`src/rtl/wave_mem_loader_if.sv`:
```
// Byte-stream and wave-memory write bus for the wave memory loader.
//   byte_data_in/byte_valid_in/byte_ready_out : host byte stream (valid/ready)
//   mem_write_addr_out/data_out/en_out        : wave memory write port
// slave  : loader side (consumes bytes, drives memory writes)
// master : host/memory side
interface wave_mem_loader_if #(
    parameter int unsigned ADDR_W = 5
);
    logic [7:0]        byte_data_in;
    logic              byte_valid_in;
    logic              byte_ready_out;
    logic [ADDR_W-1:0] mem_write_addr_out;
    logic [3:0]        mem_write_data_out;
    logic              mem_write_en_out;

    modport slave (
        input  byte_data_in,
        input  byte_valid_in,
        output byte_ready_out,
        output mem_write_addr_out,
        output mem_write_data_out,
        output mem_write_en_out
    );

    modport master (
        output byte_data_in,
        output byte_valid_in,
        input  byte_ready_out,
        input  mem_write_addr_out,
        input  mem_write_data_out,
        input  mem_write_en_out
    );
endinterface

```
`src/rtl/wave_mem_loader.sv`:
```
// Wave memory loader: unpacks host bytes into 4-bit samples and writes them
// sequentially into the tone generator's wave memory from a base address.
// Ports:
//   clk_in, reset_in (sync, active-high)
//   load_start_in, load_base_in, load_count_in : load request (sampled in IDLE)
//   busy_out, done_out                         : load status (registered)
//   bus (slave modport)                        : byte stream + memory write port
module wave_mem_loader #(
    parameter int unsigned ADDR_W   = 5,
    parameter bit          HI_FIRST = 1'b1
) (
    input  logic              clk_in,
    input  logic              reset_in,
    input  logic              load_start_in,
    input  logic [ADDR_W-1:0] load_base_in,
    input  logic [ADDR_W:0]   load_count_in,
    output logic              busy_out,
    output logic              done_out,
    wave_mem_loader_if.slave  bus
);
    localparam int unsigned DEPTH = 1 << ADDR_W;
    localparam int unsigned CNT_W = ADDR_W + 1;

    typedef enum logic [2:0] {
        IDLE      = 3'd0,
        WAIT_BYTE = 3'd1,
        WR_A      = 3'd2,
        WR_B      = 3'd3,
        FINISH    = 3'd4
    } state_t;

    state_t            state_q, state_d;
    logic [ADDR_W-1:0] addr_r, addr_d;
    logic [CNT_W-1:0]  remain_r, remain_d;
    logic [7:0]        byte_r, byte_d;
    logic [ADDR_W-1:0] wr_addr_q, wr_addr_d;
    logic [3:0]        wr_data_q, wr_data_d;
    logic              wr_en_q, wr_en_d;
    logic              ready_q, ready_d;
    logic              busy_q, busy_d;
    logic              done_q, done_d;
    logic [CNT_W-1:0]  eff_count_c;

    // Zero or oversized counts mean "fill the whole table".
    always_comb begin
        eff_count_c = load_count_in;
        if (load_count_in == '0 || load_count_in > CNT_W'(DEPTH)) begin
            eff_count_c = CNT_W'(DEPTH);
        end
    end

    // Next-state, datapath and registered-output precompute.
    // Outputs are computed for the state being entered so they appear in it.
    always_comb begin
        state_d   = state_q;
        addr_d    = addr_r;
        remain_d  = remain_r;
        byte_d    = byte_r;
        wr_addr_d = wr_addr_q;
        wr_data_d = wr_data_q;
        wr_en_d   = 1'b0;

        case (state_q)
            IDLE: begin
                if (load_start_in) begin
                    state_d  = WAIT_BYTE;
                    addr_d   = load_base_in;
                    remain_d = eff_count_c;
                end
            end
            WAIT_BYTE: begin
                if (bus.byte_valid_in && ready_q) begin
                    state_d = WR_A;
                    byte_d  = bus.byte_data_in;
                end
            end
            WR_A:    state_d = (remain_r == '0) ? FINISH : WR_B;
            WR_B:    state_d = (remain_r == '0) ? FINISH : WAIT_BYTE;
            FINISH:  state_d = IDLE;
            default: state_d = IDLE;
        endcase

        // Write issue: the first nibble comes straight from the accepted byte.
        if (state_d == WR_A) begin
            wr_en_d   = 1'b1;
            wr_addr_d = addr_r;
            wr_data_d = HI_FIRST ? bus.byte_data_in[7:4] : bus.byte_data_in[3:0];
            addr_d    = addr_r + ADDR_W'(1);
            remain_d  = remain_r - CNT_W'(1);
        end else if (state_d == WR_B) begin
            wr_en_d   = 1'b1;
            wr_addr_d = addr_r;
            wr_data_d = HI_FIRST ? byte_r[3:0] : byte_r[7:4];
            addr_d    = addr_r + ADDR_W'(1);
            remain_d  = remain_r - CNT_W'(1);
        end

        ready_d = (state_d == WAIT_BYTE);
        busy_d  = (state_d == WAIT_BYTE) || (state_d == WR_A) || (state_d == WR_B);
        done_d  = (state_d == FINISH);
    end

    // State, datapath and output registers.
    always_ff @(posedge clk_in) begin
        if (reset_in) begin
            state_q   <= IDLE;
            addr_r    <= '0;
            remain_r  <= '0;
            byte_r    <= '0;
            wr_addr_q <= '0;
            wr_data_q <= '0;
            wr_en_q   <= 1'b0;
            ready_q   <= 1'b0;
            busy_q    <= 1'b0;
            done_q    <= 1'b0;
        end else begin
            state_q   <= state_d;
            addr_r    <= addr_d;
            remain_r  <= remain_d;
            byte_r    <= byte_d;
            wr_addr_q <= wr_addr_d;
            wr_data_q <= wr_data_d;
            wr_en_q   <= wr_en_d;
            ready_q   <= ready_d;
            busy_q    <= busy_d;
            done_q    <= done_d;
        end
    end

    assign bus.byte_ready_out     = ready_q;
    assign bus.mem_write_addr_out = wr_addr_q;
    assign bus.mem_write_data_out = wr_data_q;
    assign bus.mem_write_en_out   = wr_en_q;
    assign busy_out               = busy_q;
    assign done_out               = done_q;
endmodule

```
`src/flat_wrapper.sv`:
```
// flat-port wrapper written by rule: the top's interface ports become plain ports
module wave_mem_loader_flat 
#(
    parameter int unsigned ADDR_W   = 5,
    parameter bit          HI_FIRST = 1'b1
)
  (clk_in, reset_in, load_start_in, load_base_in, load_count_in, busy_out, done_out, bus_byte_data_in, bus_byte_valid_in, bus_byte_ready_out, bus_mem_write_addr_out, bus_mem_write_data_out, bus_mem_write_en_out);
  wave_mem_loader_if #(.ADDR_W(ADDR_W)) bus_i ();
  input  logic clk_in;
  input  logic reset_in;
  input  logic load_start_in;
  input  logic [ADDR_W-1:0] load_base_in;
  input  logic [ADDR_W:0] load_count_in;
  output logic busy_out;
  output logic done_out;
  input wire logic [$bits(bus_i.byte_data_in)-1:0] bus_byte_data_in;
  input wire logic [$bits(bus_i.byte_valid_in)-1:0] bus_byte_valid_in;
  output wire logic [$bits(bus_i.byte_ready_out)-1:0] bus_byte_ready_out;
  output wire logic [$bits(bus_i.mem_write_addr_out)-1:0] bus_mem_write_addr_out;
  output wire logic [$bits(bus_i.mem_write_data_out)-1:0] bus_mem_write_data_out;
  output wire logic [$bits(bus_i.mem_write_en_out)-1:0] bus_mem_write_en_out;
  assign bus_i.byte_data_in = bus_byte_data_in;
  assign bus_i.byte_valid_in = bus_byte_valid_in;
  assign bus_byte_ready_out = bus_i.byte_ready_out;
  assign bus_mem_write_addr_out = bus_i.mem_write_addr_out;
  assign bus_mem_write_data_out = bus_i.mem_write_data_out;
  assign bus_mem_write_en_out = bus_i.mem_write_en_out;
  wave_mem_loader #(.ADDR_W(ADDR_W), .HI_FIRST(HI_FIRST)) u_core (.clk_in(clk_in), .reset_in(reset_in), .load_start_in(load_start_in), .load_base_in(load_base_in), .load_count_in(load_count_in), .busy_out(busy_out), .done_out(done_out), .bus(bus_i));
endmodule
```
`config.mk`:
```
export PLATFORM = sky130hd
export DESIGN_NAME = wave_mem_loader_flat
export DESIGN_NICKNAME = d
export VERILOG_FILES = /design/src/rtl/wave_mem_loader_if.sv /design/src/rtl/wave_mem_loader.sv /design/src/flat_wrapper.sv
export SDC_FILE = /design/constraint.sdc
export NUM_CORES = 1
export LEC_CHECK = 0
export CAP_MARGIN = 25
export CORE_ASPECT_RATIO = 1.5
export CORE_MARGIN = 2
export CORE_UTILIZATION = 65
export DETAILED_ROUTE_END_ITERATION = 10
export DONT_BUFFER_PORTS = 1
export HOLD_SLACK_MARGIN = 0.12
export PLACE_DENSITY = 0.8
export SLEW_MARGIN = 20
export SYNTH_ARGS = -nofsm -noshare
export SYNTH_HDL_FRONTEND = slang
export SYNTH_SLANG_ARGS = --single-unit
export TNS_END_PERCENT = 100
```
`constraint.sdc`:
```
create_clock -name clk_in -period 4.4 [get_ports clk_in]
set_clock_uncertainty 0.15 [all_clocks]
set_input_delay 0.88 -clock clk_in [delete_from_list [all_inputs] [get_ports clk_in]]
set_output_delay 0.88 -clock clk_in [all_outputs]
set_load 0.01 [all_outputs]
```
==> Word-level counts from Yosys, hierarchy flattened <==
Index checks and enable logic that the tools add are counted.
{ "word_totals": {"ff_bits": 31, "latch_bits": 0, "ram_bits": 0, "romBits": 0, "input_bits": 23, "output_inout_bits": 13, "elab_cells": 52, "mem_count": 0} }
{ "classes": {"add_sub_neg": 2, "mul": 0, "div_mod_pow": 0, "order_cmp": 1, "n_eq_ne": 7, "shifts": 0, "n_mux": 20, "bitwise_logic": 0, "reduce_logical": 12} }
{ "op_table": {"columns": ["operator", "n"], "rows": [
  ["5-bit two-way mux", 6],
  ["6-bit two-way mux", 5],
  ["3-bit by 2-bit == test with 1-bit output, second input constant", 4],
  ["6-bit logical NOT", 2],
  ["3-bit two-way mux", 4],
  ["3-bit one-hot mux with 4 select lines", 1],
  ["4-bit two-way mux", 2],
  ["3-bit by 1-bit == test with 1-bit output, second input constant", 2],
  ["6-bit > comparator, second input constant", 1],
  ["3-bit nonzero test", 2],
  ["6-bit by 1-bit subtractor with 6-bit output, second input constant", 1],
  ["5-bit by 1-bit adder with 5-bit output, second input constant", 1],
  ["2-bit AND reduction", 2],
  ["3-bit == test, second input constant", 1],
  ["3-bit logical NOT", 1],
  ["1-bit logical OR", 3],
  ["1-bit two-way mux", 2],
  ["2-bit nonzero test", 1],
  ["1-bit logical AND", 1]
]} }

==> Longest topological paths before layout <==
{ "logic_depth": {"depth_word": 7, "mapped_depth": 9, "ltp_nobuf": 7} }

==> Worst setup path after synthesis <==
OpenSTA, ideal clock, no wires.
{ "synth_timing": {"path_kind": "in2reg", "from": "in load_start_in", "to": "reg u_core.addr_r[0]", "setup_ns": 0.103, "arrival_time_ns": 1.925, "required_ns": 4.147, "path_slack_ns": 2.222, "stages": 5, "path_buffers": 1, "cell_sequence": "or4b_1 buf_2 o21ai_0 nor3_1 a2111oi_2"} }
{ "synth_via": {"elab_chain_cells": 5, "word_cells_on_any_way": 9, "cone_classes": "eq/ne: 2; mux: 4; reduce/logical: 3"} }
{ "synth_lines": {"columns": ["element", "line", "source"], "rows": [
  ["from (decl)", "flat_wrapper.sv:11", "input logic load_start_in;"],
  ["3-bit two-way mux", "wave_mem_loader.sv:65", "if (load_start_in) begin"],
  ["3-bit one-hot mux with 4 select lines", "wave_mem_loader.sv:63", "case (state_q)"],
  ["3-bit by 2-bit == test with 1-bit output (on tied branches)", "wave_mem_loader.sv:90, wave_mem_loader.sv:84", null],
  ["3-bit nonzero test (no line) / 5-bit two-way mux (equally long branches)", null, null],
  ["2-bit AND reduction (no line) / 5-bit two-way mux (equally long branches)", null, null],
  ["to (signal assigned)", "wave_mem_loader.sv:118", "addr_r <= addr_d;"],
  ["to (decl)", "wave_mem_loader.sv:33", "logic [ADDR_W-1:0] addr_r, addr_d;"]
]} }
Several ways; a longest one is shown, not always the timed one.
A chain may end at the register's enable or synchronous reset.

==> Worst setup path in the final report <==
{ "layout_timing": {"from": "reg u_core.remain_r[0]", "to": "reg u_core.remain_r[1]"} }
{ "layout_via": {"elab_chain_cells": 6, "word_cells_on_any_way": 12, "cone_classes": "add/sub: 1; eq/ne: 2; mux: 5; reduce/logical: 4"} }
{ "layout_lines": {"columns": ["element", "line", "source"], "rows": [
  ["from (decl)", "wave_mem_loader.sv:34", "logic [CNT_W-1:0] remain_r, remain_d;"],
  ["from (signal assigned)", "wave_mem_loader.sv:119", "remain_r <= remain_d;"],
  ["6-bit logical NOT", "wave_mem_loader.sv:77, wave_mem_loader.sv:78", null],
  ["3-bit two-way mux (on tied branches)", "wave_mem_loader.sv:78, wave_mem_loader.sv:77", null],
  ["3-bit one-hot mux with 4 select lines", "wave_mem_loader.sv:63", null],
  ["3-bit by 2-bit == test with 1-bit output (on tied branches)", "wave_mem_loader.sv:90, wave_mem_loader.sv:84", null],
  ["3-bit nonzero test (no line) / 6-bit two-way mux (equally long branches)", null, null],
  ["2-bit AND reduction (no line) / 6-bit two-way mux (equally long branches)", null, null]
]} }
Several ways; a longest one is shown, not always the timed one.

==> results.cfg <==
[grt]
grt_pass1_vias = 999
grt_pass1_wl_um = 4133
grt_max_degree = 33
grt_use_total_pct = 25.65
grt_antenna_before_repair = 0
overflow = 0

[placement]
io_buffers = 0
place_congestion = 0.8003
place_hpwl_um = 1982
dp.cells = 169

[pwr]
vdd_ir_drop_max_mv = 0.3126
pwr-share-clk_pct = 33.8
finalPower_w = 0.0005583
p_leak_nw = 0.4763
seqPwrFrac_pct = 55.6
p_int_w = 0.0004133
switching_share_pct = 25.97
power_switching_w = 0.0001450
pwr_density_cell_mw_per_mm2 = 398.8
p_comb_share_pct = 10.7

[routing]
post-route-drc-count = 0
vias_per_cell = 6.322
post_drt_wl_per_cell_um = 15.80
final_antenna_net_count = 0
drt_iter0_drc = 32
first_pass_iters = 5
drt_wl_total_um = 2796
vias = 1119

[setup_path]
crit_slowest_cell = a21oi_2
slowest_delay_ps = 440
path_max_fanout = 18
ff2ff_setup_slack_ps = 2140
cp.required_ps = 4510
arrival_ps = 2360
worst-setup-path-type = reg2reg
path_cells = inv_1 > ha_1 > nor3b_2 > a21oi_2 > or2_2 > a221oi_1 > a211oi_1
cp_num_buf_inv = 1
crit_path_end_kind = flop
crit_family = compound AO/OA/AOI/OAI gates
start_kind = flop

[timing]
maxSlewHeadroom_pct = 43.53
period_needed_ps = 2258
drv_slew = 0
fin_tns_setup_ps = 0
rsz0062_at_grt = false
max_freq_mhz = 442.8
setup_viol = 0
finalCritPeriodShare_pct = 51.33
hold_viol = 0
worstMarginPinSlew_ps = 845.2

[finish]
final_nets = 179
areaGrowthSynthToFinish_pct = 3.515
drive_gt1_share_pct = 9.677
final_cells = 177
n_antenna_cell = 0

[run]
drv_cap = 0

[clock_tree]
post-cts-setup-buffers = 0
cts_tree = yes
cts_made_buffers = 5
clock_sinks = 31
htreeDepth = 2
path_clk_slew_ps = 90
postCtsHoldBufs = 0
clkLatencyLatePin_ps = 330
ctsResizeCount = 0
clock_path_buffers = 2
cts-root-buf = clkbuf_4

[synth]
synth_fp_nets = 181
synthFlopType = dfxtp_1
synth-seq-cells = 31
ys_warn_count = 0
synthArstFlopShare_pct = 0
synth_cell_types = 39
synth_area_mm2 = 0.001353
syn_avg_cell_area_um2 = 8.670
synth-seq-area-share_pct = 45.88
netlist_instances = 156
synth_edf_count = 0

[worst_hold_path]
hold_path_class = reg2reg

[die]
num_rows = 20
num_io_pins = 36
die-height_um = 59.87
core-area_mm2 = 0.002002
dieArea_mm2 = 0.002469
fp.dieW_um = 41.25
start_util_pct = 67.56

[run_status]
status = complete, no violations
## per-stage QoR
stage	hold WS, ps	cell area, µm²	worst slack [ps]	utilization (%)
final	330.8	1400	2142	69.94
after detailed placement	315.4	1331	1913	66.50
after global routing	359.2	1400	1969	69.94
after global placement	310.0	1331	2005	66.50
after floorplan	295.6	1353	2222	-
after CTS	330.0	1400	2148	69.94
## layer usage
metal	track usage, %	up-vias	share of wire [%]
li1	-	551	-
met1	28.02	528	39
met2	41.52	35	52
met3	11.90	5	6.8
met4	9.677	0	1.7
met5	0	-	0
## synth_stat cells, drive strengths merged, types with 3 or more instances
library cell | n | area (µm²)
dfxtp | 31 | 620.6
nand2 | 23 | 86.33
a21oi | 18 | 93.84
nor2 | 17 | 66.32
o21ai | 6 | 41.29
a22oi | 5 | 37.54
buf | 5 | 33.78
inv | 5 | 18.77
clkbuf | 4 | 15.01
mux2i | 4 | 40.04
nor3 | 4 | 20.02
a31oi | 3 | 18.77
o211ai | 3 | 22.52
## power groups by stage
stage	Combinational [W]	Clock (W)	Sequential, W
finish	0.0000597	0.000188	0.000310
global route	0.0000676	0.000201	0.000312
CTS	0.0000601	0.000192	0.000310
detailed placement	0.0000593	0	0.000316
global placement	0.0000573	0	0.000316
floorplan	0.0000543	0	0.000313
## registers in the layout, summed over array words and instances, names as in the netlist, 3 cells and up
| register | flops |
|---|---|
| u_core.addr_r | 5 |
| u_core.bus.mem_write_addr_out | 5 |
| u_core.bus.mem_write_data_out | 4 |
| u_core.byte_r | 4 |
| u_core.remain_r | 6 |
| u_core.state_q | 3 |
## worst register-to-register path, cell delays in order (launching register included)
cell and delay (ps):
dfxtp_1 370, inv_1 70, ha_1 240, nor3b_2 180, a21oi_2 440, or2_2 420, a221oi_1 100, a211oi_1 210
## final cells by class
class | count | area, µm²
inverters | 5 | 18.77
fillers | 176 | 601.8
multi-input cells | 111 | 664.4
flip-flops and latches | 31 | 620.6
well taps | 22 | 27.53
clock buffers | 8 | 68.82
## worst paths after layout
| path | from | end | cells after the start |
|---|---|---|---|
| max | u_core.remain_r[0] | u_core.remain_r[1] | 7 |
| min | u_core.remain_r[0] | u_core.remain_r[0] | 2 |
| max reg2reg | u_core.remain_r[0] | u_core.remain_r[1] | 7 |
| min reg2reg | u_core.remain_r[0] | u_core.remain_r[0] | 2 |
## kinds of logic (layout without fill, tap and decap cells)
group                    after synthesis  after routing  share of synthesized area [%]
AO/OA/AOI/OAI                         46             46                          23.40
adder cells (fa/ha/maj)                2              2                          1.850
buffers and inverters                 14             13                          4.995
flip-flops                            31             31                          45.88
multiplexers                           4              4                          2.960
AND/OR/NAND/NOR                       59             59                          20.91
## layout by cell type (no fill, tap or decap), drive strengths merged, types with 2 or more instances in the layout
cell / n
dfxtp: 31
nand2: 23
a21oi: 18
nor2: 17
clkbuf: 8
o21ai: 6
inv: 5
a22oi: 5
mux2i: 4
nor3: 4
a31oi: 3
o211ai: 3
or2: 2
nand3: 2
a211oi: 2
a32oi: 2
nor4b: 2
or3: 2
ha: 2
nor3b: 2
(Power assumes the default switching activity.)
==> RTL edit, RTL diff (same settings) <==
`HI_FIRST` is set to 1'b1 in 2 places; all go to 1'b0.
--- a/src/rtl/wave_mem_loader.sv
+++ b/src/rtl/wave_mem_loader.sv
@@ -7,7 +7,7 @@
 //   bus (slave modport)                        : byte stream + memory write port
 module wave_mem_loader #(
     parameter int unsigned ADDR_W   = 5,
-    parameter bit          HI_FIRST = 1'b1
+    parameter bit          HI_FIRST = 1'b0
 ) (
     input  logic              clk_in,
     input  logic              reset_in,
--- a/src/flat_wrapper.sv
+++ b/src/flat_wrapper.sv
@@ -2,7 +2,7 @@
 module wave_mem_loader_flat 
 #(
     parameter int unsigned ADDR_W   = 5,
-    parameter bit          HI_FIRST = 1'b1
+    parameter bit          HI_FIRST = 1'b0
 )
   (clk_in, reset_in, load_start_in, load_base_in, load_count_in, busy_out, done_out, bus_byte_data_in, bus_byte_valid_in, bus_byte_ready_out, bus_mem_write_addr_out, bus_mem_write_data_out, bus_mem_write_en_out);
   wave_mem_loader_if #(.ADDR_W(ADDR_W)) bus_i ();
Behaviour: not the same (a bounded check fails within 4 cycles, from zero or initial values and one cycle with reset_in high).
==> RTL edit against the unedited design <==
Critical path depth decreased by 3; global-route usage increased by 2.5 points; combinational power increased by 28%; power decreased by 1.9%; sequential cell count unchanged; cell area increased by 12%; setup slack improved by 0.081 ns; synthesized area increased by 13%; routed wire length increased by 30%; critical endpoint is now u_core.addr_r[0]; highest routed layer unchanged.
==> RTL edit: results (changes against the unedited design) <==
Clock tree
  – Postcts setup bufs: 0 (unchanged)
  – H-tree depth reported by CTS: 2 (unchanged)
  – CTS Buffer Depth: 2 (unchanged)
  – Gates resized, CTS repair: 0 (unchanged)

Synth
  – Number of synthesized flops with an enable pin: 0 (unchanged)
  – Post-synth top cells: dfxtp_1, nand2_1, a21oi_1
  – Seq/Total Area, Yosys: 40.5% (-5.4 points)
  – Ys async rst share: 0% (unchanged)
  – Yosys Warn Count: 0 (unchanged)
  – Largest cells by area after synthesis: dfxtp_1, nand2_1, a21oi_1
  – Synth unique cells: 47 (+21%)
  – Syn avg cell area: 8.20 um^2 (-5.5%)

Finish
  – Layout cells sized above 1: 7.03% (-2.7 points)
  – N_diodes: 0 (unchanged)
  – Fillers: 194 (+10%)
  – Final nets: 209 (+17%)
  – Largest register FFs: 6 (unchanged)
  – Biggest register: u_core.remain_r
  – Storage cell area: 621 um^2 (unchanged)

Global route
  – Met1 Use GR: 33.0% (+5.0 points)
  – Number of global-route vias before repair: 1,303 (+30%)
  – Largest net degree at the start of global routing: 34 (+3.0%)
  – Met3 Use GR: 9.74% (-2.2 points)
  – Initial antenna violation count: 0 (unchanged)
  – Total GRT Usage: 28.2% (+2.5 points)
  – Wire length of the first global-routing pass: 5.82 mm (+41%)
  – Met2 usage: 43.4% (+1.9 points)

Power and ir drop
  – Switching pwr: 0.160 mW (+11%)
  – P_seq: around 0.31 mW
  – P_leak: 0.554 nW (+16%)
  – VDD IR max: 0.288 mV (-7.9%)
  – Logic gate share of total power: 14.0% (+3.3 points)
  – Comb pwr: 0.0767 mW (+28%)

Place
  – DP Area: 0.00152 mm^2 (+14%)
  – RePlAce Congestion: 0.860 (+7.4%)
  – Setup WS pre-CTS: 1.71 ns (-0.203 ns)
  – Placed Instances: 200 (+18%)
  – Hpwl dp: 2.46 mm (+24%)

Setup path
  – Worst-path fanout max: 15 (-3)
  – Worst Reg-to-Reg Cells: 4 (-3)
  – Worst setup startpoint: u_core.state_q[2]
  – Data arrival, critical path: 2.27 ns (-0.09 ns)
  – R2R setup slack: 2.22 ns (+0.08 ns)
  – RR Endpoint: u_core.addr_r[0]

Drt
  – Avg Vias per Cell: 6.70 (+6.0%)
  – M1 wire length: 1.45 mm (+32%)
  – Routed WL per cell: 17.5 um (+10%)
  – Met3 wire len: 242 um (+27%)
  – Pre-antenna DRT Iters: 4 (-1)
  – First DRT Iteration DRCs: 62 (+94%)
  – Vias: 1,394 (+25%)
  – WL met2: 1.84 mm (+26%)

Min path
  – Hold Crit Endpoint: u_core.byte_r[4]
  – Min-delay src: u_core.byte_r[4]
  – Min-delay worst type: reg -> reg

Outcome
  – Status: finished, final reports clean

Timing
  – Hold WS: 0.304 ns (-0.0266 ns)
  – Minimum clock period: 2.18 ns (-0.0811 ns)
  – Slew margin rel.: 40.5% (-3.0 points)
[RTL edit: changes by cell type after synthesis, moves of 4 or more]
cell | unedited run | this run
mux2i_1 | 4 | 0
nor2_1 | 16 | 9
inv_1 | 5 | 10
o32ai_1 | 0 | 4
a22oi_1 | 5 | 0
o21ai_0 | 5 | 9
nand3_1 | 2 | 14
[RTL edit: cell families after synthesis]
group / Yosys count / synth area share [%]
flip-flops: 31 / 40.5
adder cells (fa/ha/maj): 2 / 1.63
AO/OA/AOI/OAI: 59 / 26.4
AND/OR/NAND/NOR: 75 / 26.0
buffers and inverters: 20 / 5.47
[RTL edit: area by class of cell]
class                           instances  area share [%]
Multi-Input combinational cell        136            53.1
Tap cell                               23            1.83
Inverter                               10            2.39
Sequential cell                        31            39.5
Clock inverter                          1           0.318
Clock buffer                            7            2.87
[RTL edit: worst max-delay path, stage by stage, from the launching register on]
cell and delay, ns:
dfxtp_1 0.38, or2_2 0.33, nor2_1 0.70, o21ai_0 0.33
o211a_1 0.18
